`config.mk`:
```
export PLATFORM = sky130hd
export DESIGN_NAME = reg_file_swap
export DESIGN_NICKNAME = d
export VERILOG_FILES = /design/src/rtl/reg_file_swap.sv
export SDC_FILE = /design/constraint.sdc
export NUM_CORES = 2
export LEC_CHECK = 0
export CORE_UTILIZATION = 40
export CTS_BUF_LIST = sky130_fd_sc_hd__clkbuf_8
export DETAILED_ROUTE_END_ITERATION = 8
export PLACE_DENSITY = 0.58
export REMOVE_ABC_BUFFERS = 1
export SYNTH_ARGS = -nofsm -noshare
export SYNTH_HDL_FRONTEND = slang
export SYNTH_SLANG_ARGS = --single-unit
export TNS_END_PERCENT = 30
```
`constraint.sdc`:
```
create_clock -name clk -period 9.57 [get_ports clk]
set_input_delay 1.4355 -clock clk [delete_from_list [all_inputs] [get_ports clk]]
set_output_delay 1.4355 -clock clk [all_outputs]
set_load 0.02 [all_outputs]
```
`src/rtl/reg_file_swap.sv`:
```
// Register file with an in-place swap engine.
// One external write/async-read port plus a 4-cycle hardware swap of two words.
module reg_file_swap #(
    parameter int ADDR_WIDTH = 7,
    parameter int DATA_WIDTH = 8,
    parameter int CNT_WIDTH  = 8
) (
    input  logic                  clk,
    input  logic                  rst_n,
    input  logic                  we,
    input  logic [ADDR_WIDTH-1:0] addr_w,
    input  logic [DATA_WIDTH-1:0] data_w,
    input  logic [ADDR_WIDTH-1:0] addr_r,
    output logic [DATA_WIDTH-1:0] data_r,
    input  logic                  swap_start,
    input  logic [ADDR_WIDTH-1:0] swap_addr_a,
    input  logic [ADDR_WIDTH-1:0] swap_addr_b,
    output logic                  busy,
    output logic                  swap_done,
    output logic                  wr_reject,
    output logic [CNT_WIDTH-1:0]  swap_count
);

    localparam int DEPTH = 1 << ADDR_WIDTH;

    typedef enum logic [2:0] {
        S_IDLE,
        S_LOAD,
        S_WR_A,
        S_WR_B,
        S_DONE
    } state_t;

    state_t                r_state;
    state_t                w_next;
    logic [ADDR_WIDTH-1:0] r_addr_a;
    logic [ADDR_WIDTH-1:0] r_addr_b;
    logic [DATA_WIDTH-1:0] r_tmp_a;
    logic [DATA_WIDTH-1:0] r_tmp_b;
    logic                  r_wr_reject;
    logic [CNT_WIDTH-1:0]  r_count;
    logic [DATA_WIDTH-1:0] r_mem [DEPTH];

    logic                  w_mem_we;
    logic [ADDR_WIDTH-1:0] w_mem_addr;
    logic [DATA_WIDTH-1:0] w_mem_data;

    // Single array write port, shared by the host (IDLE) and the swap engine.
    always_comb begin
        w_next     = r_state;
        w_mem_we   = 1'b0;
        w_mem_addr = addr_w;
        w_mem_data = data_w;
        unique case (r_state)
            S_IDLE: begin
                w_mem_we = we;
                if (swap_start) begin
                    w_next = S_LOAD;
                end
            end
            S_LOAD: begin
                w_next = S_WR_A;
            end
            S_WR_A: begin
                w_mem_we   = 1'b1;
                w_mem_addr = r_addr_a;
                w_mem_data = r_tmp_b;
                w_next     = S_WR_B;
            end
            S_WR_B: begin
                w_mem_we   = 1'b1;
                w_mem_addr = r_addr_b;
                w_mem_data = r_tmp_a;
                w_next     = S_DONE;
            end
            S_DONE: begin
                w_next = S_IDLE;
            end
            default: begin
                w_next = S_IDLE;
            end
        endcase
    end

    always_ff @(posedge clk or negedge rst_n) begin
        if (!rst_n) begin
            r_state     <= S_IDLE;
            r_addr_a    <= '0;
            r_addr_b    <= '0;
            r_tmp_a     <= '0;
            r_tmp_b     <= '0;
            r_wr_reject <= 1'b0;
            r_count     <= '0;
        end else begin
            r_state     <= w_next;
            r_wr_reject <= we && (r_state != S_IDLE);
            if (r_state == S_IDLE && swap_start) begin
                r_addr_a <= swap_addr_a;
                r_addr_b <= swap_addr_b;
            end
            if (r_state == S_LOAD) begin
                r_tmp_a <= r_mem[r_addr_a];
                r_tmp_b <= r_mem[r_addr_b];
            end
            if (r_state == S_WR_B) begin
                r_count <= r_count + CNT_WIDTH'(1);
            end
        end
    end

    // Storage is intentionally not reset.
    always_ff @(posedge clk) begin
        if (w_mem_we) begin
            r_mem[w_mem_addr] <= w_mem_data;
        end
    end

    assign data_r     = r_mem[addr_r];
    assign busy       = (r_state != S_IDLE);
    assign swap_done  = (r_state == S_DONE);
    assign wr_reject  = r_wr_reject;
    assign swap_count = r_count;

endmodule

```
Word-level counts from Yosys, hierarchy flattened

Memory sizes are Yosys's and may differ from the RTL's. A register that Yosys moved wholly into a read port is not among the register bits.
Index checks and enable logic that the tools add are counted.

Logic and storage cells: 26
Memories kept: 1
Output and inout bits: 19
Input port bits: 40
Memory bits (writable): 1024
Register bits after elaboration: 26

Memories:

| memory | depth | width | rd ports | clocked after memory_dff | write ports | line | RTL |
|---|---|---|---|---|---|---|---|
| r_mem  | 128   | 8     | 3        | 2                        | 1           | 42   | `logic [DATA_WIDTH-1:0] r_mem [DEPTH];` |

Equal/unequal tests: 5
Reduce and logical (&&, ||, !) cells: 7
$add $sub $neg: 1
Mux-type cells: 7

Operators by type and width:

| operator            | number |
|---|---|
| $pmux 8 s2          | 1 |
| $pmux 7 s2          | 1 |
| $pmux 3 s4          | 1 |
| $add 8x1->8 const B | 1 |
| $eq 3x2->1 const B  | 2 |
| $eq 3x1->1 const B  | 1 |
| $eq 3x3->1 const B  | 1 |
| $logic_not 3->1     | 1 |
| $mux 3              | 1 |
| $reduce_bool 3->1   | 1 |
| $logic_and 1x1->1   | 2 |
| $logic_not 1->1     | 2 |
| $mux 1              | 2 |
| $ne 2x2->1 const B  | 1 |
| $pmux 1 s2          | 1 |
| $reduce_or 2->1     | 1 |

Logic depth before layout (Yosys ltp)

Depth after elaboration: 5
Mapped depth: 11
Gate-level depth less buffers: 6

Worst setup path before layout

OpenSTA, ideal clock, no wires.

Path kind: flip-flop to flip-flop
Start: register r_state[0]
End: memory r_mem[0][0] (data pin)
Required time: 8373 ps
Setup slack: 2061 ps
Data arrival time: 6312 ps
Setup time: 1197 ps
Stages on the path, launching flop included: 5
Clock period less this slack: 7509 ps
Path buffers: 2
Path through: dfrtp_1 > buf_1 > clkbuf_1 > mux2i_1 > o21ai_0

Longest elaborated chain between the ends: 2
Elaborated cells on any way between the ends: 3
Classes of those cells: eq/ne: 2; mux: 1

Ends and longest elaborated chain:

| what                    | line | RTL |
|---|---|---|
| start, declared         | 34   | `state_t r_state;` |
| start signal, assigned  | 95   | `r_state <= w_next;` |
| $eq 3x2->1              | 54   | `unique case (r_state)` |
| $pmux 8 s2 *            | 54   |  |
| named net w_mem_data[0] | 46   | `logic [DATA_WIDTH-1:0] w_mem_data;` |
| end, declared           | 42   |  |

Mark *: on every way through the listed nets, which the timed path passes. The rest lies on a longest branch.

Worst setup path after layout

Start: input addr_r[1]
End: output data_r[7]

Longest elaborated chain between the ends: 1

Ends and longest elaborated chain:

| what            | line | RTL |
|---|---|---|
| start, declared | 13   | `input logic [ADDR_WIDTH-1:0] addr_r,` |
| $mem_v2 128x8   | --   |  |
| end, declared   | 14   | `output logic [DATA_WIDTH-1:0] data_r,` |

No other way between the ends.

==> reports/results.ini <==
[power]
powerDensity_nw_per_um2 = 315
leakage_nw = 20.9
peakVddDrop_mv = 0.352
fin_total_pwr_mw = 20.5

[timing]
final_hold_viol_count = 0
worst-slew-pin-transition_ns = 1.38
fin_crit_ns = 7.51
grt_setup_unrepaired = false
finalCritPeriodShare_pct = 78.5
slew-limit-headroom_pct = 7.49
max_freq_mhz = 133
tns_ns = 0
setup_viol = 0
skew_ns = 0.0646
report.final.slew_viol_count = 0
final.setup.worst_slack_ns = 2.06

[run]
drv_cap = 0

[routing]
route.detailed.drc = 0
postRouteAntennaNets = 0
drt_iter0_drc = 6235
via_per_inst = 7.06
drt_wl_total_um = 223000
detail_route.wl_per_cell_um = 39.3
first_pass_iters = 7
vias = 40000

[clock_network]
htree_num_levels = 4
clk_pin_slew_worst_paths_ns = 0.06
cts_post_setup_buffers_inserted = 0
cts.path.max_buffers = 3
cts_tree = yes
clk_latency_ns = 0.94
cts_resized = 0
cts_sinks = 1066
hold_buffers = 0
cts_buffers = 188
root_buffer = clkbuf_8

[logic_synthesis]
synth_edf_count = 1024
yosysUniqueCellTypes = 70
synth_seq_cells = 1066
yosys.cell_count.top_type = edfxtp_1
ys_warn_count = 0
ys_seq_area_share_pct = 54.0
synth_top_area_share_pct = 52.2
synth_common_cells = 1024 x edfxtp_1, 650 x mux4_2, 363 x mux2i_1, 177 x nor2_1, 143 x clkbuf_1
synth.avg_cell_area_sq_um = 16.7
synth.area.top_cells = edfxtp_1 52%, mux4_2 25%, mux2i_1 6.2%
synthFlopType = edfxtp_1
syn_area_sq_um = 58900
synth-async-reset-ratio_pct = 3.94
synth_cells = 3530
synth_area_leader_cell = edfxtp_1

[placed_design]
numPortBuffers = 58
numPlacedInstances = 5322
hpwlAfterDp_um = 145000
place_congestion = 0.963
pre_cts_ws_ns = 2.62

[floorplan]
fp.dieH_um = 386
core_area_sq_um = 146000
num_rows = 140
pin_count = 59
die_area_sq_um = 149000
fp.dieW_um = 386
initial_core_util_pct = 40.4

[setup_path]
worst-path-max-fanout = 90
worstPathRequired_ns = 8.13
slowest_delay_ns = 1.12
r2r-start = r_addr_a[1]$_DFFE_PN0P_
path_cells = buf_8, buf_4, mux4_2, mux4_2, a211oi_1, a211oi_1, clkdlybuf4s50_1
start_kind = primary input
path_class = in2out
arrival_ns = 6.08
slowest_stage = a211oi_1
crit_start = addr_r[1]
cp-end-kind = output pin

[global_routing]
grt_max_degree = 107
gr-total-overflow = 0
globalRouteTotalUtil_pct = 29.8
grt_pass1_wl_um = 307000
first_global_vias = 38200
grt_antenna_before_repair = 7

[final_layout]
drive_gt1_share_pct = 30.5
syn_to_final_growth_pct = 10.5
layout.cells.non_filler = 5668
layout.nets = 3636

[min_path]
hp-class = reg2reg
min_from = swap_count[7]$_DFFE_PN0N_

[status]
status = completed

## registers in the layout, summed over array words and instances, names as in the netlist
signal / count
r_addr_a: 7
r_state: 3
r_addr_b: 7
r_mem: 1024
wr_reject: 1
swap_count: 8
r_tmp_a: 8
r_tmp_b: 8
## layer usage
| metal | up-vias | routed length (um) | global-route usage, % |
|---|---|---|---|
| met5 | - | 168 | 0 |
| met4 | 4 | 10700 | 12.7 |
| met3 | 533 | 29100 | 9.54 |
| met2 | 3048 | 100000 | 45.1 |
| met1 | 21100 | 82300 | 39.6 |
| li1 | 15300 | - | - |
## layout make-up
cell class	instances	area [sq um]
diodes	3	7.51
clock buffers	195	2680
clock inverters	148	1020
fillers	12800	80800
inverters	7	26.3
multi-input cells	2138	25400
flip-flops and latches	1066	31800
well taps	1917	2400
repair buffers	194	1700
## critical path, delay by kind of cell
family          cells  cell delay (ns)
mux                 2             0.89
compound gates      2             1.65
buf+inv             3             1.87
## per-stage QoR
step | cell area, sq um | utilization, % | hold WS, ns
after floorplan | 57100 | - | 0.448
after global placement | 61400 | 42.1 | 0.464
after detailed placement | 61400 | 42.1 | 0.462
after CTS | 65100 | 44.6 | 0.474
after global routing | 65100 | 44.6 | 0.501
final | 65100 | 44.6 | 0.471
## kinds of logic (layout without fill, tap and decap cells)
logic type,Yosys count,in the layout,synth area share [%]
mux,1072,1072,32.2
flops,1066,1066,54.0
compound gates,564,564,6.76
simple gates,493,493,3.86
buf+inv,326,544,3.11
xor+xnor,8,8,0.119
fa+ha+maj,1,1,0.0212
other cells,0,3,0
## placed cells by master (no fill, tap or decap), types with 9 or more instances in the layout
master / Yosys / routed
clkdlybuf4s50_1: 0 / 53
clkinv_1: 2 / 55
dfrtp_1: 42 / 33
bufinv_16: 0 / 14
and2_1: 20 / 20
o21ai_0: 75 / 67
mux2_2: 56 / 56
nor3_1: 47 / 44
and3_1: 9 / 9
a2bb2oi_1: 10 / 10
mux2i_1: 363 / 363
clkinv_2: 0 / 19
inv_1: 4 / 52
nor2_1: 177 / 174
a22oi_1: 54 / 54
a21oi_1: 58 / 58
o31ai_1: 16 / 16
o22ai_1: 122 / 122
o221ai_1: 101 / 101
buf_4: 45 / 130
clkbuf_8: 0 / 195
a221oi_1: 23 / 23
a211oi_1: 38 / 38
o211ai_1: 19 / 19
edfxtp_1: 1024 / 1024
nand3_1: 42 / 42
nand2_1: 129 / 127
mux4_2: 650 / 650
## where the power goes
| group | leakage (nW) | switching, mW | total, mW | internal (mW) |
|---|---|---|---|---|
| combinational | 9.06 | 6.48 | 9.61 | 3.13 |
| clock | 2.06 | 2.03 | 4.30 | 2.27 |
| sequential | 9.73 | 0.325 | 6.60 | 6.28 |
## final timing paths
check                                       endpoint  slack [ns]  depth (start not counted)
setup / recovery                           data_r[7]        2.06                          7
hold / removal             swap_count[7]$_DFFE_PN0N_        0.47                          1
setup reg to reg              r_tmp_a[2]$_DFFE_PN0P_        4.59                          8
hold reg to reg            swap_count[7]$_DFFE_PN0N_        0.47                          1
max in group asynchronous    r_addr_a[1]$_DFFE_PN0P_        8.44                          2
min in group asynchronous    r_addr_b[4]$_DFFE_PN0P_        0.62                          2
No activity file was read; power rests on OpenSTA's default activity.
